[config.mk]
export PLATFORM = sky130hd
export DESIGN_NAME = hmc_link_pwr_ctrl
export DESIGN_NICKNAME = d
export VERILOG_FILES = /design/src/rtl/hmc_pkg.sv /design/src/rtl/hmc_sync2.sv /design/src/rtl/hmc_link_pwr_ctrl.sv
export SDC_FILE = /design/constraint.sdc
export NUM_CORES = 1
export LEC_CHECK = 0
export BUFFER_PORTS_ARGS = -buffer_cell sky130_fd_sc_hd__buf_2
export CORE_ASPECT_RATIO = 0.7
export CORE_MARGIN = 3
export CORE_UTILIZATION = 45
export CTS_CLUSTER_DIAMETER = 80
export DETAILED_ROUTE_END_ITERATION = 7
export PLACE_DENSITY = 0.71
export RECOVER_POWER = 50
export SYNTH_ARGS = -nofsm -noshare
export SYNTH_HDL_FRONTEND = slang
export SYNTH_SLANG_ARGS = --single-unit
[constraint.sdc]
create_clock -name REFCLK -period 5 [get_ports REFCLK]
set_input_delay 0.25 -clock REFCLK [delete_from_list [all_inputs] [get_ports REFCLK]]
set_output_delay 0.25 -clock REFCLK [all_outputs]
set_load 0.1 [all_outputs]
[src/rtl/hmc_pkg.sv]
// Shared types and sizing helpers for the HMC link power controller.
package hmc_pkg;

  typedef enum logic [2:0] {
    RESET_WAIT  = 3'd0,
    ACTIVE      = 3'd1,
    SLEEP_ENTRY = 3'd2,
    SLEEP       = 3'd3,
    WAKE_WAIT   = 3'd4,
    FATAL       = 3'd5
  } pwr_state_t;

  localparam int T_RESP_MAX_DFLT = 4096;
  localparam int CNT_W = $clog2(T_RESP_MAX_DFLT + 1);

  // Handshake counter width; it must be able to hold T_RESP_MAX itself.
  function automatic int cnt_w_of(input int t_resp_max);
    return $clog2(t_resp_max + 1);
  endfunction

endpackage

[src/rtl/hmc_sync2.sv]
// Two-flop synchroniser for asynchronous device status pins.
module hmc_sync2 import hmc_pkg::*; #(
  parameter logic RST_VAL = 1'b0
) (
  input  logic clk,
  input  logic rst_n,
  input  logic d,
  output logic q
);

  logic meta;

  // Two back-to-back flops; only q is used by downstream logic.
  always_ff @(posedge clk or negedge rst_n) begin
    if (!rst_n) begin
      meta <= RST_VAL;
      q    <= RST_VAL;
    end else begin
      meta <= d;
      q    <= meta;
    end
  end

endmodule

[src/rtl/hmc_link_pwr_ctrl.sv]
// Host-side HMC link power / lane-width controller: RXPS/TXPS sleep and
// wake handshake, FERR_N fatal latch and half-width degradation.
module hmc_link_pwr_ctrl import hmc_pkg::*; #(
  parameter int NUM_LANES     = 16,
  parameter int T_PST_CYC     = 80,
  parameter int T_SS_CYC      = 500,
  parameter int T_RESP_MAX    = 4096,
  parameter int ERR_THRESH    = 15,
  parameter int HALF_WIDTH_EN = 1
) (
  input  logic                 REFCLK,
  input  logic                 P_RST_N,
  input  logic                 link_up,
  input  logic [NUM_LANES-1:0] lane_mask_cfg,
  input  logic                 sleep_req,
  input  logic                 wake_req,
  input  logic                 err_clr,
  input  logic [NUM_LANES-1:0] lane_err,
  input  logic                 TXPS,
  input  logic                 FERR_N,
  output logic                 RXPS,
  output logic [NUM_LANES-1:0] lane_en,
  output logic [2:0]           pwr_state,
  output logic                 sleep_ack,
  output logic                 wake_done,
  output logic                 degraded,
  output logic                 timeout_err,
  output logic                 fatal_err
);

  localparam int CW  = cnt_w_of(T_RESP_MAX);
  localparam int PCW = $clog2(NUM_LANES + 1);
  localparam logic [CW-1:0] PST_C  = CW'(T_PST_CYC);
  localparam logic [CW-1:0] SS_C   = CW'(T_SS_CYC);
  localparam logic [CW-1:0] RESP_C = CW'(T_RESP_MAX);
  localparam logic [NUM_LANES-1:0] LO_MASK =
    {{(NUM_LANES/2){1'b0}}, {(NUM_LANES/2){1'b1}}};

  pwr_state_t           state_q, state_d;
  logic [CW-1:0]        cnt_q, cnt_d;
  logic                 rxps_q, rxps_d;
  logic [NUM_LANES-1:0] lane_q, lane_d, mask_q, mask_d, lane_hit;
  logic                 ack_q, ack_d, wdone_q, wdone_d;
  logic                 deg_q, deg_d, tout_q, tout_d, fatal_q, fatal_d;
  logic [7:0]           ecnt_q, ecnt_d;
  logic [PCW-1:0]       pc;
  logic [8:0]           esum;
  logic                 deg_hit;
  logic                 ts, fs;

  // TXPS idles high (normal power); FERR_N idles high (no fault).
  hmc_sync2 #(.RST_VAL(1'b1)) u_ts (.clk(REFCLK), .rst_n(P_RST_N), .d(TXPS),   .q(ts));
  hmc_sync2 #(.RST_VAL(1'b1)) u_fs (.clk(REFCLK), .rst_n(P_RST_N), .d(FERR_N), .q(fs));

  assign lane_hit = lane_err & lane_q;

  // Count error strobes on lanes that are currently enabled.
  always_comb begin
    pc = '0;
    for (int i = 0; i < NUM_LANES; i++) pc = pc + PCW'(lane_hit[i]);
  end

  assign esum    = {1'b0, ecnt_q} + 9'(pc);
  assign deg_hit = (HALF_WIDTH_EN != 0) && ({24'd0, ecnt_q} >= ERR_THRESH);

  // Next-state and output decode; fatal input overrides every handshake step.
  always_comb begin
    state_d = state_q;
    cnt_d   = cnt_q;
    rxps_d  = rxps_q;
    lane_d  = lane_q;
    mask_d  = mask_q;
    ack_d   = 1'b0;
    wdone_d = 1'b0;
    deg_d   = deg_q | deg_hit;
    tout_d  = tout_q & ~(err_clr && state_q != FATAL);
    fatal_d = fatal_q;
    ecnt_d  = ecnt_q;
    if (state_q == ACTIVE) ecnt_d = esum[8] ? 8'hFF : esum[7:0];
    if (!fs && state_q != FATAL) begin
      state_d = FATAL;
      fatal_d = 1'b1;
      lane_d  = '0;
    end else begin
      case (state_q)
        RESET_WAIT: if (link_up) begin
          state_d = ACTIVE;
          lane_d  = lane_mask_cfg;
          mask_d  = lane_mask_cfg;
        end
        ACTIVE: if (sleep_req) begin
          state_d = SLEEP_ENTRY;
          rxps_d  = 1'b0;
          cnt_d   = '0;
        end
        SLEEP_ENTRY: begin
          if (!ts && cnt_q >= PST_C) begin
            state_d = SLEEP;
            lane_d  = '0;
            ack_d   = 1'b1;
          end else if (cnt_q == RESP_C) begin
            // Device never answered: back out and keep the lanes as they were.
            state_d = ACTIVE;
            tout_d  = 1'b1;
            rxps_d  = 1'b1;
          end else begin
            cnt_d = cnt_q + 1'b1;
          end
        end
        SLEEP: if (wake_req) begin
          state_d = WAKE_WAIT;
          rxps_d  = 1'b1;
          cnt_d   = '0;
        end
        WAKE_WAIT: begin
          if (ts && cnt_q >= SS_C) begin
            state_d = ACTIVE;
            lane_d  = mask_q;
            wdone_d = 1'b1;
          end else if (cnt_q == RESP_C) begin
            // A device that will not wake is unrecoverable without err_clr;
            // fatal_err stays reserved for the FERR_N pin.
            state_d = FATAL;
            tout_d  = 1'b1;
            lane_d  = '0;
          end else begin
            cnt_d = cnt_q + 1'b1;
          end
        end
        FATAL: if (err_clr && fs) begin
          state_d = RESET_WAIT;
          fatal_d = 1'b0;
          tout_d  = 1'b0;
          deg_d   = 1'b0;
          ecnt_d  = '0;
          rxps_d  = 1'b1;
        end
        default: state_d = RESET_WAIT;
      endcase
    end
    // Once degraded the upper half never comes back until FATAL release.
    if (deg_d) lane_d = lane_d & LO_MASK;
  end

  // State and output registers.
  always_ff @(posedge REFCLK or negedge P_RST_N) begin
    if (!P_RST_N) begin
      state_q <= RESET_WAIT;
      cnt_q   <= '0;
      rxps_q  <= 1'b1;
      lane_q  <= '0;
      mask_q  <= '0;
      ack_q   <= 1'b0;
      wdone_q <= 1'b0;
      deg_q   <= 1'b0;
      tout_q  <= 1'b0;
      fatal_q <= 1'b0;
      ecnt_q  <= '0;
    end else begin
      state_q <= state_d;
      cnt_q   <= cnt_d;
      rxps_q  <= rxps_d;
      lane_q  <= lane_d;
      mask_q  <= mask_d;
      ack_q   <= ack_d;
      wdone_q <= wdone_d;
      deg_q   <= deg_d;
      tout_q  <= tout_d;
      fatal_q <= fatal_d;
      ecnt_q  <= ecnt_d;
    end
  end

  assign RXPS        = rxps_q;
  assign lane_en     = lane_q;
  assign pwr_state   = state_q;
  assign sleep_ack   = ack_q;
  assign wake_done   = wdone_q;
  assign degraded    = deg_q;
  assign timeout_err = tout_q;
  assign fatal_err   = fatal_q;

endmodule

After elaboration in Yosys (flattened, before gate mapping)
Cells that the tools add are included.

Flip-flop bits (word level): 66. Input bits: 40. Output and inout port bits: 25. Logic and storage cells: 134.

$add $sub $neg: 17. $lt $le $gt $ge: 3. Equality and inequality tests: 22. Muxes and demuxes: 52. Bitwise gates (word level): 5. Reductions and logical operators: 19.

Operators by type and width (number): $mux 16 (6); $mux 13 (5); $add 5x1->5 (11); $pmux 13 s4 (1); $pmux 16 s3 (1); $mux 8 (5); $mux 3 (9); $mux 1 (22); $pmux 3 s6 (1); $and 16x16->16 (1); $ne 4x4->1 const B (4); $add 13x1->13 const B (1); $eq 13x13->1 const B (1); $ge 13x7->1 const B (1); $ge 13x9->1 const B (1); $ne 2x2->1 const B (6); $ne 3x3->1 const B (4); $reduce_and 6->1 (2); $add 8x5->9 (1); $ge 8x4->1 const B (1); $reduce_bool 4->1 (2); $reduce_and 7->1 (1); $eq 3x2->1 const B (2); $eq 3x3->1 const B (2); 20 further kinds (27).

Logic depth before layout (Yosys ltp)
Depth after elaboration: 22. Gate-level depth with buffers: 15. Depth with buffers taken out: 15.

By module
From an unflattened synthesis, not the netlist that was laid out.

Cell total of the unflattened synthesis: 386. Area, all modules: 3844.9 um^2.

By module, submodules not included: hmc_link_pwr_ctrl (instances 1, cells an instance 382, area each 3739.8 um^2, sequential area each 1552.7 um^2); hmc_sync2 (instances 2, cells an instance 2, area each 52.6 um^2, sequential area each 52.6 um^2).

Worst setup path after synthesis
OpenSTA, ideal clock, no wires.

Path type: reg2reg. From: register lane_q[11], in the netlist lane_en[11]. To: register ecnt_q[4]. Setup time: 0.123 ns. Arrival time: 5.147 ns. Required time: 4.877 ns. Slack: -0.270 ns. Stages on the path, launching flop included: 16. Path buffers: 0. Period minus slack after synthesis: 5.270 ns. Cells stage by stage: dfrtp_1 -> nand2_1 -> fa_1 -> inv_1 -> fa_1 -> inv_1 -> fa_1 -> inv_1 -> fa_1 -> fa_1 -> fa_1 -> a21o_1 -> a21o_1 -> a21oi_1 -> o21ai_0 -> o221a_2.

Cells in the longest elaborated chain, start to end: 12.

RTL lines: start, declared (RTL line hmc_link_pwr_ctrl.sv:42) `logic [NUM_LANES-1:0] lane_q, lane_d, mask_q, mask_d, lane_hit;`; start signal, assigned (RTL line hmc_link_pwr_ctrl.sv:163) `lane_q <= lane_d;`; $and 16x16->16 * (RTL line hmc_link_pwr_ctrl.sv:55) `assign lane_hit = lane_err & lane_q;`; $add 5x1->5 * (5 in series) (RTL line hmc_link_pwr_ctrl.sv:60) `for (int i = 0; i < NUM_LANES; i++) pc = pc + PCW'(lane_hit[i]);`; $add 8x5->9 * (RTL line hmc_link_pwr_ctrl.sv:63) `assign esum = {1'b0, ecnt_q} + 9'(pc);`; $mux 8 * (2 in series) (RTL line hmc_link_pwr_ctrl.sv:79) `if (state_q == ACTIVE) ecnt_d = esum[8] ? 8'hFF : esum[7:0];`; $mux 8 (RTL line hmc_link_pwr_ctrl.sv:130) `FATAL: if (err_clr && fs) begin`; $mux 8 (RTL line hmc_link_pwr_ctrl.sv:85) `case (state_q)`; $mux 8 * (RTL line hmc_link_pwr_ctrl.sv:80) `if (!fs && state_q != FATAL) begin`; via ecnt_d[4] (RTL line hmc_link_pwr_ctrl.sv:45) `logic [7:0] ecnt_q, ecnt_d;`; end signal, assigned (RTL line hmc_link_pwr_ctrl.sv:170) `ecnt_q <= ecnt_d;`; end, declared (RTL line hmc_link_pwr_ctrl.sv:45).

Mark *: on every way through the listed nets, which the timed path passes. The rest lies on a longest branch. A chain may end at the register's enable or synchronous reset.

Final worst setup path
From: register lane_q[5], in the netlist lane_en[5]. To: register ecnt_q[3].

Cells in the longest elaborated chain, start to end: 18.

RTL lines (RTL line): $and 16x16->16 * (hmc_link_pwr_ctrl.sv:55); $add 5x1->5 * (11 in series) (hmc_link_pwr_ctrl.sv:60); $add 8x5->9 * (hmc_link_pwr_ctrl.sv:63); $mux 8 * (2 in series) (hmc_link_pwr_ctrl.sv:79); $mux 8 (hmc_link_pwr_ctrl.sv:130); $mux 8 (hmc_link_pwr_ctrl.sv:85); $mux 8 * (hmc_link_pwr_ctrl.sv:80); via ecnt_d[3] (hmc_link_pwr_ctrl.sv:45).

Marked as above.

==> reports/results.txt <==
status - finished, violations left
violated checks - capacitance limit, slew limit
Async SR Flop Fraction - 100%
CTS sink count - 66
clock period minus worst slack - 4780 ps
vias - 3,222
WL final - 9630 um
#FFs+latches synth - 66
mux contribution to synthesized area - 7.00%
max_slew headroom - -135%
maxcap violations - 1
Post-synth EDFFs - 0
layout cell share with drive strength beyond 1 - 27.5%
reg-to-reg startpoint - lane_en[5]
Max rail drop VDD - 0.398 mV
first-pass GRT wire length - 16,200 um
reg2reg path depth - 14
Tot GR Track Use - 20.1%
most frequent cells in the layout - 57 x buf_2, 52 x dfrtp_1, 29 x nand2_1
commonest non-fill, non-tap cell in the layout - buf_2
Root Buffer - clkbuf_16
GR peak layer - met1
initial core utilization - 46.8%
Distinct cells, synth - 65
post-DR vias/cell - 5.71
Hold EP - u_ts.meta
share of power burned in registers - 29.5%
Synth Instances - 378
R2R Setup Slk - 220 ps
Clock transition at path regs - 60 ps
placed cell count - 547
internal power component - 1550 uW
die span in y - 84.9 um
worst-skew pair later-pin latency - 340 ps
CTS H-tree depth - 3
switch share - 45.2%
core region area - 0.00855 mm^2
Synth Net Count - 440
largest family of logic cells by synthesized area - compound AO/OA/AOI/OAI gates
TritonCTS buffer count - 9
Final period util - 95.5%
Logic pwr share - 46.0%
Hold Fails Final Rpt - 0
Clock Power Share - 24.5%
pwr/cell area - 597 mW/mm^2
reg2reg end - ecnt_q[3]
HPWL Detailed - 6750 um
Design Area, Final - 0.00474 mm^2
Worst Tran Pin Value - 3530 ps
CP Capture Type - flip-flop
skew final - 7.37 ps
synthesized area per cell - 10.6 um^2
I/O Buffers - 64
Placed Area - 0.00442 mm^2
Compound-Gate Fraction of Synth Area - 19.6%
Non-Filler Instances - 564
adder-cell share of the synthesized area - 9.13%
max-slew violations - 67
Overflow after GRT - 0
critical path required time - 5220 ps
number of I/O pins - 65
GR Util met3 - 6.60%
Area Growth Syn to Fin - 18.5%
Multi-input gate area - 0.00217 mm^2
Leak - 0.00214 uW
setup TNS - 0 ps
NetSw - 1280 uW
nets@finish - 501
detailed-route wire length per cell - 17.1 um
fill count - 742
xor and xnor area share after synthesis - 0.875%
Critical Path AT - 5000 ps
register area share after synthesis - 41.4%
Hold Crit Class - in -> reg
Crit Path Category - reg -> reg
initial antenna violation count - 0
ys flop type - dfrtp_1
Hold Path Depth - 1
CP Max Fanout - 3
Fmax - 209 MHz
diode count - 0
CTS tree - yes
fin util - 55.5%
RSZ-0062 raised after global routing - no
Final Wtd Congestion - 0.861
Hold Startpoint - TXPS
met2 Use GR - 27.9%
die area - 0.0101 mm^2
Remaining DRCs - 0
Die X-Extent - 119 um
largest net degree at the start of global routing - 67
vias in the first global route - 3,184
final setup vio count - 0
startpoint types - flip-flop
Ys Warns - 0
Max Root-Sink Buffers - 2
Antenna Violating Nets Remaining - 0
post-CTS sizing - 0
Synth Area in Simple Gates - 17.7%
mapped cell area - 0.00400 mm^2
router iterations before antenna repair - 5
Iter 0 DRT Violations - 283
met1 Use GR - 29.6%
FF+latch area - 0.00167 mm^2
cell row count - 28
[kinds of logic (layout without fill, tap and decap cells)]
logic type               count (synthesis)  after routing
AO/OA/AOI/OAI                           99             99
XOR/XNOR                                 4              4
adder cells (fa/ha/maj)                 22             22
buffers and inverters                   42            108
flip-flops                              66             66
multiplexers                            26             26
AND/OR/NAND/NOR                        119            119
[sequential cells by signal, summed over array words and instances (netlist names), 3 cells and up]
| register | flops |
|---|---|
| lane_en | 16 |
| ecnt_q | 8 |
| cnt_q | 13 |
| mask_q | 16 |
| pwr_state | 3 |
[cells in the mapped netlist (3+ instances only)]
master,number,area (um^2)
clkbuf_1,5,18.8
o211ai_1,4,30.0
nand2b_1,13,81.3
or4_1,4,30.0
nand4_1,5,31.3
o21ai_0,12,60.1
and2_1,12,75.1
buf_2,10,50.1
o31ai_1,4,30.0
nor3_1,6,30.0
nand3_1,10,50.1
a211oi_1,4,30.0
inv_1,25,93.8
dfrtp_1,61,1530
a21oi_1,11,55.1
a21o_1,6,45.0
mux2i_1,10,100
nor2_1,11,41.3
nor2b_1,3,18.8
a21boi_1,4,30.0
mux2_2,16,180
ha_1,10,125
nor4_1,4,25.0
fa_1,12,240
dfstp_2,5,131
nand2_1,29,109
nor4_2,3,37.5
a22oi_1,8,60.1
a22o_1,16,140
o2bb2ai_1,8,70.1
[power groups by stage]
stage               Clock [uW]  Combinational (uW)  Sequential (uW)
global placement             0                1270              828
finish                     694                1300              834
detailed placement           0                1300              835
global route               734                1420              858
CTS                        707                1310              830
floorplan                    0                 740             1140
[routing by layer]
metal	share of wire [%]	routed length [um]	up-vias
met5	0	0	-
met4	1.4	134	0
met3	7.6	729	15
met2	42	4090	114
met1	49	4670	1576
li1	-	-	1517
[layout make-up]
class / instances / share of cell area [%]
clock buffers: 10 / 5.04
clock inverters: 6 / 1.87
inverters: 25 / 1.98
multi-input cells: 270 / 45.8
flip-flops and latches: 66 / 35.2
well taps: 120 / 3.16
repair buffers: 67 / 7.01
[worst max-delay path by stage]
stage | from | end | slack (ps) | cells past startpoint
global placement | lane_en[5] | ecnt_q[7] | 330 | 15
detailed placement | lane_en[5] | ecnt_q[7] | 230 | 15
global route | lane_en[5] | ecnt_q[7] | 40 | 15
floorplan | lane_en[11] | ecnt_q[4] | 30 | 15
finish | lane_en[5] | ecnt_q[3] | 220 | 14
CTS | lane_en[5] | ecnt_q[3] | 210 | 14
[what timing repair did]
| item | in CTS | in global routing |
|---|---|---|
| endpoints found under the hold margin | 1 | 0 |
| buffers inserted | 0 | 0 |
| hold buffers | 1 | 0 |
[per-stage QoR]
step | hold slack [ps] | setup slack (ps) | power (uW)
after floorplan | -45.6 | 25.3 | 1880
after global placement | 347 | 327 | 2100
after detailed placement | 350 | 235 | 2140
after CTS | 5.29 | 214 | 2850
after global routing | 4.79 | 43.2 | 3010
final | 15.8 | 224 | 2830
[critical path: stages, from the launching register on]
cell	delay, ps
dfrtp_2	400
and2_1	150
fa_1	560
inv_1	70
fa_1	470
fa_1	540
inv_1	50
fa_1	510
fa_1	460
fa_1	420
a21o_1	200
a21o_1	200
a21oi_1	180
o21ai_0	140
o221a_2	290
Note: power is estimated with default switching activity, not from simulation.
